==> src/rtl/cpu_ctrl_pkg.sv <==
// Shared control constants for the pipeline run controller:
// FSM state encodings and the halt sentinel instruction.
package cpu_ctrl_pkg;

    localparam logic [1:0] S_IDLE   = 2'd0;
    localparam logic [1:0] S_RUN    = 2'd1;
    localparam logic [1:0] S_DRAIN  = 2'd2;
    localparam logic [1:0] S_HALTED = 2'd3;

    localparam logic [31:0] HALT_INSTR = 32'hFFFF_FFFF;

    function automatic logic is_halt(
        input logic        valid,
        input logic [31:0] instr
    );
        return valid && (instr == HALT_INSTR);
    endfunction

endpackage

==> src/rtl/sat_counter.sv <==
// Saturating up-counter with synchronous clear and count enable.
// Clear has priority; the count sticks at all-ones.
module sat_counter #(
    parameter int W = 32
) (
    input  logic         clk,
    input  logic         reset,
    input  logic         clr,
    input  logic         en,
    output logic [W-1:0] count
);

    always_ff @(posedge clk or negedge reset) begin
        if (!reset) begin
            count <= '0;
        end else if (clr) begin
            count <= '0;
        end else if (en && (count != {W{1'b1}})) begin
            count <= count + 1'b1;
        end
    end

endmodule

==> src/rtl/pipeline_run_ctrl.sv <==
// Run/halt controller: fetch gating, halt-sentinel drain,
// debug access to dmem after halt, and performance counters.
module pipeline_run_ctrl
    import cpu_ctrl_pkg::*;
#(
    parameter int DRAIN_CYCLES = 5,
    parameter int CNT_W        = 32
) (
    input  logic             clk,
    input  logic             reset,
    input  logic             start,
    input  logic             if_valid,
    input  logic [31:0]      if_instr,
    input  logic             wb_valid,
    output logic             pc_en,
    output logic             if_id_flush,
    output logic             pipe_en,
    input  logic             dbg_req,
    output logic             dbg_grant,
    output logic             dmem_sel,
    output logic             end_program,
    output logic [1:0]       state,
    output logic [CNT_W-1:0] cycle_count,
    output logic [CNT_W-1:0] retired_count
);

    localparam int DW = $clog2(DRAIN_CYCLES + 1);
    localparam logic [DW-1:0] DRAIN_LAST = DW'(DRAIN_CYCLES - 1);

    logic [1:0]    state_q;
    logic [1:0]    state_d;
    logic [DW-1:0] drain_cnt;
    logic          in_run;
    logic          in_drain;
    logic          in_halted;
    logic          in_idle;
    logic          halt_hit;
    logic          drain_last;
    logic          cnt_clr;

    assign in_idle    = (state_q == S_IDLE);
    assign in_run     = (state_q == S_RUN);
    assign in_drain   = (state_q == S_DRAIN);
    assign in_halted  = (state_q == S_HALTED);
    assign halt_hit   = in_run && is_halt(if_valid, if_instr);
    assign drain_last = (drain_cnt == DRAIN_LAST);

    // The sentinel is squashed in the same cycle so it never reaches ID.
    assign pc_en       = in_run;
    assign pipe_en     = in_run || in_drain;
    assign if_id_flush = in_drain || halt_hit;
    assign dmem_sel    = in_halted;
    assign state       = state_q;

    always_comb begin
        state_d = state_q;
        unique case (state_q)
            S_IDLE:   if (start)      state_d = S_RUN;
            S_RUN:    if (halt_hit)   state_d = S_DRAIN;
            S_DRAIN:  if (drain_last) state_d = S_HALTED;
            S_HALTED: if (start)      state_d = S_RUN;
            default:                  state_d = S_IDLE;
        endcase
    end

    always_ff @(posedge clk or negedge reset) begin
        if (!reset) begin
            state_q     <= S_IDLE;
            drain_cnt   <= '0;
            end_program <= 1'b0;
            dbg_grant   <= 1'b0;
        end else begin
            state_q     <= state_d;
            end_program <= (state_d == S_HALTED);
            // A restart in the same cycle wins over a pending grant.
            dbg_grant   <= dbg_req && in_halted && !start;
            if (!in_drain) begin
                drain_cnt <= '0;
            end else if (!drain_last) begin
                drain_cnt <= drain_cnt + 1'b1;
            end
        end
    end

    assign cnt_clr = start && (in_idle || in_halted);

    sat_counter #(
        .W(CNT_W)
    ) u_cycle_cnt (
        .clk   (clk),
        .reset (reset),
        .clr   (cnt_clr),
        .en    (pipe_en),
        .count (cycle_count)
    );

    sat_counter #(
        .W(CNT_W)
    ) u_retired_cnt (
        .clk   (clk),
        .reset (reset),
        .clr   (cnt_clr),
        .en    (pipe_en && wb_valid),
        .count (retired_count)
    );

endmodule

==> config.mk <==
export PLATFORM = sky130hd
export DESIGN_NAME = pipeline_run_ctrl
export DESIGN_NICKNAME = d
export VERILOG_FILES = /design/src/rtl/cpu_ctrl_pkg.sv /design/src/rtl/sat_counter.sv /design/src/rtl/pipeline_run_ctrl.sv
export SDC_FILE = /design/constraint.sdc
export NUM_CORES = 1
export LEC_CHECK = 0
export CAP_MARGIN = 20
export CORE_MARGIN = 5
export CORE_UTILIZATION = 35
export DETAILED_ROUTE_END_ITERATION = 12
export MAX_ROUTING_LAYER = met4
export PLACE_DENSITY = 0.69
export SYNTH_ARGS = -nofsm -noshare
export SYNTH_HDL_FRONTEND = slang
export SYNTH_SLANG_ARGS = --single-unit
==> constraint.sdc <==
create_clock -name clk -period 2.92 [get_ports clk]
set_clock_uncertainty 0.2 [all_clocks]
set_input_delay 0.292 -clock clk [delete_from_list [all_inputs] [get_ports clk]]
set_output_delay 0.292 -clock clk [all_outputs]
set_load 0.005 [all_outputs]
==> flow_metrics.env <==
export IMPL_firstDrtPassIters=4
export IMPL_cp_end_kind="output port"
export IMPL_hp_class="primary input to async pin"
export IMPL_routed_wl_met3_um=678
export IMPL_maxCapViolations=0
export IMPL_drtAntennaViolNets=0
export IMPL_clk_latency_ps=340
export IMPL_crit_type="register to output port"
export IMPL_synth_edff_count=0
export IMPL_grt_overflow=0
export IMPL_crit_buf_inv=2
export IMPL_startpoint="state[1]$_DFF_PN0_"
export IMPL_reg2regPathDepth=7
export IMPL_start_util=0.353
export IMPL_path_cells="inv_1 -> ha_2 -> nand4_1 -> nor3_1 -> nand3_1 -> nand2b_1 -> clkdlybuf4s50_1"
export IMPL_numCtsBuffers=9
export IMPL_hpwl_um=8490
export IMPL_met1Wirelength_um=5370
export IMPL_portBuffers=109
export IMPL_die_area_um2=14300
export IMPL_row_count=40
export IMPL_pre_cts_slack_ps=381
export IMPL_ys_top_cells_by_area="dfrtp_1 42%, nand2_1 5.4%, o21ai_0 4.7%, xnor2_1 4.2%, a21oi_1 3.9%"
export IMPL_netlist_top_cell_by_area="dfrtp_1"
export IMPL_layout_area_overhead_vs_synth_pct=39.9
export IMPL_ys_seq_area_frac=0.424
export IMPL_postSynthCellCount=468
export IMPL_fin_tns_setup_ps=0
export IMPL_cts_root_buffer_cell="clkbuf_16"
export IMPL_core_region_area_um2=11900
export IMPL_cp_max_fo=9
export IMPL_io_pins=110
export IMPL_postSynthAreaPerCell_um2=8.96
export IMPL_multi_input_area_um2=2280
export IMPL_cpPeakStageDelay_ps=500
export IMPL_top_layer_used="met4"
export IMPL_cp_depth=7
export IMPL_cp_required_ps=2430
export IMPL_tightest_slew_ps=899
export IMPL_nFillCells=1089
export IMPL_drive_gt1_frac=0.0849
export IMPL_routed_via_density=5.45
export IMPL_netlist_area_um2=4190
export IMPL_ys_flop_type="dfrtp_1"
export IMPL_fin_crit_ps=2710
export IMPL_r2r_setup_slack_ps=330
export IMPL_reg2reg_from="state[0]$_DFF_PN0_"
export IMPL_drt_total_wl_um=11700
export IMPL_yosysMostFrequentCell="dfrtp_1"
export IMPL_grt_pass1_vias=3928
export IMPL_grt_use_total=0.173
export IMPL_clkSlewWorstSetupHoldPaths_ps=60
export IMPL_worstReg2RegEnd="u_retired_cnt.count[25]$_DFFE_PN0P_"
export IMPL_post_cts_buffers=0
export IMPL_finalMaxSlewViolations=0
export IMPL_die_h_um=119
export IMPL_num_vias=4008
export IMPL_clkSinkCount=71
export IMPL_globalplace_congestion=0.843
export IMPL_setup_viol=0
export IMPL_grt_pass1_wl_um=19600
export IMPL_fin_ws_ps=208
export IMPL_diodes=0
export IMPL_critPathLaunchType="register"
export IMPL_crit_arrival_ps=2220
export IMPL_htree_levels=3
export IMPL_synthDominantCellAreaShare=0.424
export IMPL_async_reset_ff_frac=1.00
export IMPL_rsz0062_at_grt="false"
export IMPL_cpMaxStageDelayCell="clkdlybuf4s50_1"
export IMPL_antenna_found_initial=0
export IMPL_synth_commonest_cells="71 x dfrtp_1, 60 x nand2_1, 39 x o21ai_0"
export IMPL_cp_endpoint="if_id_flush"
export IMPL_drt_iter0_drc=265
export IMPL_met2RoutedLength_um=5500
export IMPL_fmaxAchievable_mhz=369
export IMPL_ys_types=60
export IMPL_wire_per_inst_um=15.9
export IMPL_power_density_nw_per_um2=597
export IMPL_seq_area_um2=1780
export IMPL_yosys_warnings=0
export IMPL_slew_limit_headroom=0.391
export IMPL_nets=629
export IMPL_die_w_um=119
export IMPL_hold_viol=0
export IMPL_synth_seq_cells=71
export IMPL_vdd_ir_drop_max_mv=0.309
export IMPL_syn_nets=513
export IMPL_period_share=0.929
export IMPL_leakagePower_nw=2.25
export IMPL_crit_family="buffers and inverters"
export IMPL_status="finished, final reports clean"
export IMPL_grt_max_degree=38
export IMPL_clock_path_buffers=2
export IMPL_drc_errors=0
export IMPL_cts_tree="built"
-- metal layers --
metal / up-vias / global-route usage
met1: 1902 / 0.219
met2: 114 / 0.269
met5: - / -
met4: 0 / 0.0487
li1: 1977 / -
met3: 15 / 0.0546
-- sequential cells by signal, summed over array words and instances (netlist names) --
signal               cells
end_program              1
u_cycle_cnt.count       32
u_retired_cnt.count     32
drain_cnt                3
state                    2
dbg_grant                1
-- worst min path at each step --
stage             from  cells past startpoint                                  to
2_1_floorplan    reset                      0                 dbg_grant$_DFF_PN0_
6_report         reset                      2  u_retired_cnt.count[6]$_DFFE_PN0P_
3_3_place_gp     reset                      1  u_retired_cnt.count[6]$_DFFE_PN0P_
5_1_grt        dbg_req                      2                 dbg_grant$_DFF_PN0_
4_1_cts        dbg_req                      2                 dbg_grant$_DFF_PN0_
3_5_place_dp     reset                      1  u_retired_cnt.count[6]$_DFFE_PN0P_
-- area by class of cell --
type | count | share of cell area
multi-input cells | 362 | 0.388
flip-flops and latches | 71 | 0.303
repair buffers | 126 | 0.209
clock buffers | 10 | 0.0407
well taps | 147 | 0.0314
clock inverters | 6 | 0.0183
inverters | 14 | 0.00896
-- repair_timing --
action                     4_1_cts  5_1_grt
gates resized for setup          0        1
hold buffers                     1        0
setup endpoints to repair        0        1
hold endpoints to repair        25        0
-- logic make-up after synthesis --
kind of cell    count (synthesis)  share of synthesized area
simple gates                  201                      0.265
compound gates                120                      0.184
flops                          71                      0.424
buf+inv                        35                     0.0343
xor+xnor                       30                     0.0627
fa+ha+maj                       7                     0.0209
mux                             4                    0.00955
-- power breakdown --
| part | internal (mW) | switching [mW] | total (mW) |
|---|---|---|---|
| sequential | 1.06 | 0.100 | 1.16 |
| clock | 0.854 | 0.429 | 1.28 |
| combinational | 0.421 | 0.639 | 1.06 |
-- per-stage QoR --
stage	power, mW	instances	util	hold slack (ps)	instance area [um^2]
floorplan	1.74	468	-	-204	4190
CTS	3.54	736	0.494	340	5860
global route	3.71	736	0.495	334	5870
finish	3.50	736	0.495	338	5870
global placement	2.21	719	0.464	190	5510
detailed placement	2.24	719	0.464	191	5510
-- worst register-to-register path, delay by kind of cell, from the launching register on --
family                     cells  cell delay, ps
DFF                            1             430
AOI/OAI and AO/OA              2             490
adders and majority gates      1             330
and+or+nand+nor                3             990
buffers and inverters          1              80
-- layout by cell type (no fill, tap or decap), types with 9 or more instances in the layout --
cell and instances:
clkdlybuf4s50_1 108, buf_4 15, nand4_1 23, nor2_1 20, xnor2_1 20, nand3_1 19, o21ai_0 39, nor3_1 11
inv_1 13, or3_1 18, nand2_1 60, clkbuf_16 9, a21oi_1 33, dfrtp_1 71, xor2_1 10
No activity file was read; power rests on OpenSTA's default activity.
